File: src/rtl/mem_arbiter.sv
// Two-requester (IFU/LSU) arbiter for a single memory port, one outstanding access at a time.
// Define ARB_RR_EN for round-robin tie-breaking; default is fixed LSU priority.
module mem_arbiter #(
  parameter int ADDR_W = 32,
  parameter int DATA_W = 32,
  parameter int MASK_W = DATA_W/8
) (
  input  logic              clk,
  input  logic              rst,
  input  logic              ifu_req_valid,
  output logic              ifu_req_ready,
  input  logic [ADDR_W-1:0] ifu_addr,
  output logic              ifu_resp_valid,
  output logic [DATA_W-1:0] ifu_rdata,
  input  logic              lsu_req_valid,
  output logic              lsu_req_ready,
  input  logic [ADDR_W-1:0] lsu_addr,
  input  logic              lsu_wen,
  input  logic [DATA_W-1:0] lsu_wdata,
  input  logic [MASK_W-1:0] lsu_wmask,
  output logic              lsu_resp_valid,
  output logic [DATA_W-1:0] lsu_rdata,
  output logic              mem_req_valid,
  input  logic              mem_req_ready,
  output logic [ADDR_W-1:0] mem_addr,
  output logic              mem_wen,
  output logic [DATA_W-1:0] mem_wdata,
  output logic [MASK_W-1:0] mem_wmask,
  input  logic              mem_resp_valid,
  input  logic [DATA_W-1:0] mem_rdata
);

  typedef enum logic [1:0] {IDLE, REQ, WAIT, RESP} state_e;

  state_e              state_q;
  logic                owner_q;      // 1 = LSU owns the in-flight access
  logic                req_valid_q;
  logic [ADDR_W-1:0]   addr_q;
  logic                wen_q;
  logic [DATA_W-1:0]   wdata_q;
  logic [MASK_W-1:0]   wmask_q;
  logic                ifu_resp_q, lsu_resp_q;
  logic [DATA_W-1:0]   ifu_rdata_q, lsu_rdata_q;
  logic                grant_lsu;
  logic                accept;

`ifdef ARB_RR_EN
  logic rr_q;  // last granted requester, 1 = LSU
  assign grant_lsu = lsu_req_valid && (!ifu_req_valid || !rr_q);
`else
  assign grant_lsu = lsu_req_valid;
`endif

  // Readies are combinational off the state; gated by rst so they read 0 while in reset.
  assign lsu_req_ready = rst && (state_q == IDLE) && grant_lsu;
  assign ifu_req_ready = rst && (state_q == IDLE) && !grant_lsu;
  assign accept        = (lsu_req_valid && lsu_req_ready) || (ifu_req_valid && ifu_req_ready);

  always_ff @(posedge clk or negedge rst) begin
    if (!rst) begin
      state_q     <= IDLE;
      owner_q     <= 1'b0;
      req_valid_q <= 1'b0;
      addr_q      <= '0;
      wen_q       <= 1'b0;
      wdata_q     <= '0;
      wmask_q     <= '0;
      ifu_resp_q  <= 1'b0;
      lsu_resp_q  <= 1'b0;
      ifu_rdata_q <= '0;
      lsu_rdata_q <= '0;
`ifdef ARB_RR_EN
      rr_q        <= 1'b0;
`endif
    end else begin
      ifu_resp_q <= 1'b0;
      lsu_resp_q <= 1'b0;
      case (state_q)
        IDLE: if (accept) begin
          owner_q     <= grant_lsu;
          req_valid_q <= 1'b1;
          addr_q      <= grant_lsu ? lsu_addr : ifu_addr;
          wen_q       <= grant_lsu && lsu_wen;
          wdata_q     <= grant_lsu ? lsu_wdata : '0;
          wmask_q     <= (grant_lsu && lsu_wen) ? lsu_wmask : '0;
`ifdef ARB_RR_EN
          rr_q        <= grant_lsu;
`endif
          state_q     <= REQ;
        end
        REQ: if (mem_req_ready) begin
          req_valid_q <= 1'b0;
          state_q     <= WAIT;
        end
        WAIT: if (mem_resp_valid) begin
          if (owner_q) begin
            lsu_rdata_q <= mem_rdata;
            lsu_resp_q  <= 1'b1;
          end else begin
            ifu_rdata_q <= mem_rdata;
            ifu_resp_q  <= 1'b1;
          end
          state_q <= RESP;
        end
        RESP:    state_q <= IDLE;
        default: state_q <= IDLE;
      endcase
    end
  end

  assign mem_req_valid  = req_valid_q;
  assign mem_addr       = addr_q;
  assign mem_wen        = wen_q;
  assign mem_wdata      = wdata_q;
  assign mem_wmask      = wmask_q;
  assign ifu_resp_valid = ifu_resp_q;
  assign lsu_resp_valid = lsu_resp_q;
  assign ifu_rdata      = ifu_rdata_q;
  assign lsu_rdata      = lsu_rdata_q;

endmodule

File: config.mk
export PLATFORM = sky130hd
export DESIGN_NAME = mem_arbiter
export DESIGN_NICKNAME = d
export VERILOG_FILES = /design/src/rtl/mem_arbiter.sv
export SDC_FILE = /design/constraint.sdc
export NUM_CORES = 1
export LEC_CHECK = 0
export CAP_MARGIN = 10
export CORE_ASPECT_RATIO = 0.9
export CORE_UTILIZATION = 39
export CTS_CLUSTER_SIZE = 20
export DETAILED_ROUTE_END_ITERATION = 8
export MAX_ROUTING_LAYER = met4
export PLACE_DENSITY = 0.75
export SYNTH_ARGS = -nofsm -noshare
export SYNTH_HDL_FRONTEND = slang
export SYNTH_SLANG_ARGS = --single-unit
File: constraint.sdc
create_clock -name clk -period 2.5 [get_ports clk]
set_clock_uncertainty 0.05 [all_clocks]
set_input_delay 0.5 -clock clk [delete_from_list [all_inputs] [get_ports clk]]
set_output_delay 0.5 -clock clk [all_outputs]
set_load 0.005 [all_outputs]
Yosys cells after proc, flatten, opt, wreduce, memory -nomap -nowiden
Index checks and enable logic that the tools add are counted.

Register bits after elaboration: 139. Bits of input ports: 139.

Eq/ne operators: 6. Multiplexer cells: 16. Bitwise operators: 1. Reductions and logical operators: 15.

Operator list (number): $mux 32 (2); $reduce_and 3->1 (4); $mux 1 (8); $pmux 2 s4 (1); $logic_and 1x1->1 (6); $mux 2 (3); $ne 2x2->1 const B (3); $eq 2x2->1 const B (2); $mux 4 (1); $eq 2x1->1 const B (1); $logic_not 2->1 (1); $pmux 1 s2 (1); $reduce_and 2->1 (1); $reduce_bool 2->1 (1); $logic_not 1->1 (1); $logic_or 1x1->1 (1); $not 1->1 (1).

Longest topological paths before layout
Depth after elaboration: 7. Gate-level depth with buffers: 7. Gate-level depth less buffers: 5.

Worst setup path before layout
Ideal clock, no wire load.

Kind: reg-to-output. From: register state_q[0]. To: output lsu_req_ready. Arrival time: 1.099 ns. Setup slack: 0.851 ns. Cell stages (with the launch flop): 5. Buffers on the path: 1. Path through: dfrtp_1 > inv_1 > ha_1 > and3_1 > buf_2.

Cells in the longest elaborated chain, start to end: 3.

RTL lines: start: declaration (line 35) `state_e state_q;`; start signal: assignment (line 61) `state_q <= IDLE;`; start signal: assignment (line 89) `state_q <= REQ;`; start signal: assignment (line 93) `state_q <= WAIT;`; $logic_not 2->1 (line 55) `assign lsu_req_ready = rst && (state_q == IDLE) && grant_lsu;`; $logic_and 1x1->1 (2 in series) (line 55); end: declaration (line 16) `output logic lsu_req_ready,`.

No other way between the ends.

Final worst setup path
From: register state_q[0]. To: output ifu_req_ready.

Cells in the longest elaborated chain, start to end: 3.

RTL lines: $logic_not 2->1 (line 56) `assign ifu_req_ready = rst && (state_q == IDLE) && !grant_lsu;`; $logic_and 1x1->1 (2 in series) (line 56); end: declaration (line 11) `output logic ifu_req_ready,`.

No other way between the ends.

==> impl_metrics.xml <==
<?xml version="1.0" encoding="UTF-8"?>
<metrics>
  <group name="flow_run">
    <metric name="max_capacitance_violation_count" unit="">0</metric>
  </group>
  <group name="route">
    <metric name="drt_iter0_markers" unit="">125</metric>
    <metric name="detail_route.vias_per_cell" unit="">4.84</metric>
    <metric name="met2_wirelength" unit="um">7500</metric>
    <metric name="wl_met1" unit="um">5820</metric>
    <metric name="num_vias" unit="">4197</metric>
    <metric name="detail-route-antenna-nets" unit="">0</metric>
    <metric name="routed_wirelength" unit="um">14700</metric>
    <metric name="top_signal_layer_used" unit="">met4</metric>
    <metric name="firstDrtPassIters" unit="">4</metric>
    <metric name="route.detailed.drc" unit="">0</metric>
    <metric name="routed-wl-met3" unit="um">1140</metric>
    <metric name="routed_wire_length_per_instance" unit="um">16.9</metric>
  </group>
  <group name="sta">
    <metric name="timing.final.hold_violations" unit="">0</metric>
    <metric name="max_clock_freq" unit="MHz">424</metric>
    <metric name="layout_setup_ws" unit="ns">0.144</metric>
    <metric name="timing.final.crit_share" unit="%">94.2</metric>
    <metric name="slew_violations" unit="">0</metric>
    <metric name="unrepaired_setup_endpoints_after_global_routing" unit="">no</metric>
    <metric name="worst_slew_pin_slew" unit="ns">0.732</metric>
    <metric name="relative_slew_slack" unit="%">51.2</metric>
    <metric name="tns" unit="ns">0</metric>
    <metric name="setup_viol" unit="">0</metric>
    <metric name="timing.final.crit_period" unit="ns">2.36</metric>
  </group>
  <group name="clocking">
    <metric name="cts_sinks" unit="">139</metric>
    <metric name="clock_edge_transition_at_the_registers_on_the_reported_setup_and_hold_paths" unit="ns">0.06</metric>
    <metric name="cts_tree" unit="">built</metric>
    <metric name="clock_path_buffers" unit="">2</metric>
    <metric name="post_cts_buffers" unit="">0</metric>
    <metric name="numCtsBuffers" unit="">17</metric>
    <metric name="cts_root_buf" unit="">clkbuf_16</metric>
    <metric name="later_pin_clock_latency_in_the_skew_report" unit="ns">0.40</metric>
    <metric name="htreeDepth" unit="">4</metric>
  </group>
  <group name="setup_path">
    <metric name="peak_per_stage_delay_on_the_critical_path" unit="ns">0.52</metric>
    <metric name="worst_setup_path_end_kind" unit="">output port</metric>
    <metric name="critPathSlowestCell" unit="">clkdlybuf4s50_1</metric>
    <metric name="reg2reg_launch_point" unit="">state_q[0]</metric>
    <metric name="worstSetupPathType" unit="">flip-flop to output port</metric>
    <metric name="worstSetupStartpointType" unit="">flip-flop</metric>
    <metric name="worst-endpoint-required" unit="ns">1.95</metric>
    <metric name="worst_r2r_path_depth" unit="">5</metric>
    <metric name="path_max_fanout" unit="">7</metric>
    <metric name="reg2reg_setup_slack" unit="ns">0.74</metric>
    <metric name="crit_buf_inv" unit="">2</metric>
    <metric name="timing.critical_path.cells" unit="">inv_1, ha_4, nand2_1, nor2_1, clkdlybuf4s50_1</metric>
    <metric name="worst-path-stages" unit="">5</metric>
    <metric name="rr_endpoint" unit="">ifu_rdata[6]</metric>
    <metric name="family_with_the_most_delay_on_the_worst_path" unit="">buffers and inverters</metric>
    <metric name="timing.critical_path.arrival" unit="ns">1.81</metric>
  </group>
  <group name="place">
    <metric name="place.detailed.instances" unit="">835</metric>
    <metric name="post_detail_place_hpwl" unit="um">10700</metric>
    <metric name="place_congestion" unit="">0.755</metric>
    <metric name="pre_cts_slack" unit="ns">0.323</metric>
    <metric name="port_buffers" unit="">276</metric>
  </group>
  <group name="global_routing">
    <metric name="grt_overflow" unit="">0</metric>
    <metric name="grt_max_degree" unit="">137</metric>
    <metric name="grt_antenna_before_repair" unit="">0</metric>
    <metric name="grt_pass1_vias" unit="">4583</metric>
    <metric name="grt_use_total" unit="%">21.9</metric>
    <metric name="grt_pass1_wl" unit="um">23500</metric>
  </group>
  <group name="floorplanning">
    <metric name="die_h" unit="um">115</metric>
    <metric name="ports_placed_on_the_boundary" unit="">277</metric>
    <metric name="core_region_area" unit="mm2">0.0136</metric>
    <metric name="design.die.area" unit="mm2">0.0146</metric>
    <metric name="die_width" unit="um">127</metric>
    <metric name="initial_utilization" unit="%">40.7</metric>
    <metric name="core.rowCount" unit="">40</metric>
  </group>
  <group name="logic_synthesis">
    <metric name="synth.distinct_cells" unit="">25</metric>
    <metric name="synth.ff_latch_count" unit="">139</metric>
    <metric name="post_synth.cell_area_avg" unit="um2">14.3</metric>
    <metric name="synth.yosys.seq_area_share" unit="%">63.0</metric>
    <metric name="synth_area" unit="mm2">0.00552</metric>
    <metric name="synth_fp_nets" unit="">528</metric>
    <metric name="syn-instance-count" unit="">386</metric>
    <metric name="synth.yosys.warnings" unit="">0</metric>
  </group>
  <group name="final_layout">
    <metric name="utilization" unit="%">66.9</metric>
    <metric name="layoutNonFillerInstCount" unit="">868</metric>
    <metric name="drive_gt1_share" unit="%">16.5</metric>
    <metric name="fin_nets" unit="">808</metric>
    <metric name="mostFrequentLayoutCells" unit="">clkdlybuf4s50_1, dfrtp_1, mux2_2, nand2_1, a22o_1</metric>
    <metric name="antenna_cells" unit="">0</metric>
    <metric name="syn2layout_area_growth" unit="%">64.3</metric>
    <metric name="final_common_cell" unit="">clkdlybuf4s50_1</metric>
  </group>
  <group name="pwr">
    <metric name="p_switching" unit="W">0.00285</metric>
    <metric name="report.power.total" unit="W">0.0107</metric>
    <metric name="cellInternalPower" unit="W">0.00783</metric>
    <metric name="seqPwrFrac" unit="%">36.3</metric>
    <metric name="share_clk_of_total_power" unit="%">24.8</metric>
    <metric name="swShare" unit="%">26.7</metric>
    <metric name="combinationalPowerShare" unit="%">38.9</metric>
    <metric name="power.density" unit="mW/mm2">1180</metric>
    <metric name="peakVddDrop" unit="mV">0.531</metric>
    <metric name="total_leakage_power" unit="nW">4.03</metric>
  </group>
  <group name="status">
    <metric name="run_status" unit="">finished, final reports clean</metric>
  </group>
  <group name="worst_hold_path">
    <metric name="timing.hold.worst.class" unit="">input pin to async pin</metric>
  </group>
</metrics>
==> routing by layer <==
metal | vias up | GRT usage, %
met2 | 188 | 37.6
met4 | 0 | 7.22
met3 | 16 | 7.17
met1 | 2046 | 24.1
li1 | 1947 | -
met5 | - | -
==> cell families after synthesis <==
| logic type | share of synthesized area [%] |
|---|---|
| flip-flops | 63.0 |
| AO/OA/AOI/OAI | 9.93 |
| multiplexers | 19.1 |
| adder cells (fa/ha/maj) | 0.680 |
| AND/OR/NAND/NOR | 3.15 |
| buffers and inverters | 4.19 |
==> Yosys cell counts <==
cell / count / area share (%)
a21o_1: 1 / 0.14
a221oi_2: 1 / 0.27
a22o_1: 33 / 5.2
a32o_1: 4 / 0.73
and3_1: 1 / 0.11
buf_2: 5 / 0.45
buf_4: 7 / 0.95
buf_6: 11 / 2.2
clkbuf_1: 2 / 0.14
dfrtp_1: 139 / 63
ha_1: 3 / 0.68
inv_1: 6 / 0.41
mux2_2: 65 / 13
mux2i_1: 32 / 5.8
nand2_1: 35 / 2.4
nand3_1: 1 / 0.091
nand3_2: 1 / 0.18
nand3b_2: 1 / 0.20
nor2_1: 1 / 0.068
nor2b_1: 1 / 0.11
o211ai_2: 1 / 0.23
o21ai_0: 30 / 2.7
o21ai_1: 3 / 0.27
o311ai_0: 1 / 0.16
o32a_1: 1 / 0.18
==> stage by stage <==
step / hold WS (ns) / instance area, um2
floorplan: 0.154 / 5520
global placement: 0.252 / 8410
detailed placement: 0.255 / 8410
CTS: 0.238 / 9070
global route: 0.264 / 9070
finish: 0.168 / 9070
==> power groups by stage <==
stage | clock network [W] | logic, W | registers (W)
global placement | 0 | 0.00406 | 0.00383
CTS | 0.00271 | 0.00422 | 0.00388
global route | 0.00281 | 0.00448 | 0.00401
detailed placement | 0 | 0.00418 | 0.00389
finish | 0.00265 | 0.00415 | 0.00387
floorplan | 0 | 0.00143 | 0.00392
==> cell type report <==
class / instances / area [um2]
repair buffers: 286 / 2860
fillers: 987 / 4490
clock inverters: 11 / 165
clock buffers: 21 / 470
multi-input cells: 216 / 1830
flip-flops and latches: 139 / 3480
inverters: 6 / 22.5
well taps: 189 / 236
==> registers in the layout (all words and copies together), names as in the netlist, 2 cells and up <==
register,cells
ifu_rdata,32
lsu_rdata,32
mem_addr,32
mem_wdata,32
mem_wmask,4
state_q,2
==> worst reg2reg max path, cell delays in order, from the launching register on <==
cell	delay [ns]
dfrtp_1	0.39
inv_1	0.10
ha_1	0.28
nand3b_2	0.12
buf_4	0.32
mux2_2	0.38
==> repair_timing <==
item	CTS	global route
hold endpoints to repair	3	0
gates resized for setup	2	1
setup endpoints to repair	2	1
hold buffers	1	0
==> worst max-delay path by stage <==
stage	startpoint	end
after floorplan	state_q[0]	lsu_req_ready
after global placement	state_q[0]	lsu_req_ready
after detailed placement	state_q[0]	lsu_req_ready
after CTS	state_q[0]	lsu_req_ready
after global routing	state_q[0]	ifu_req_ready
final	state_q[0]	ifu_req_ready
(Power assumes the default switching activity.)
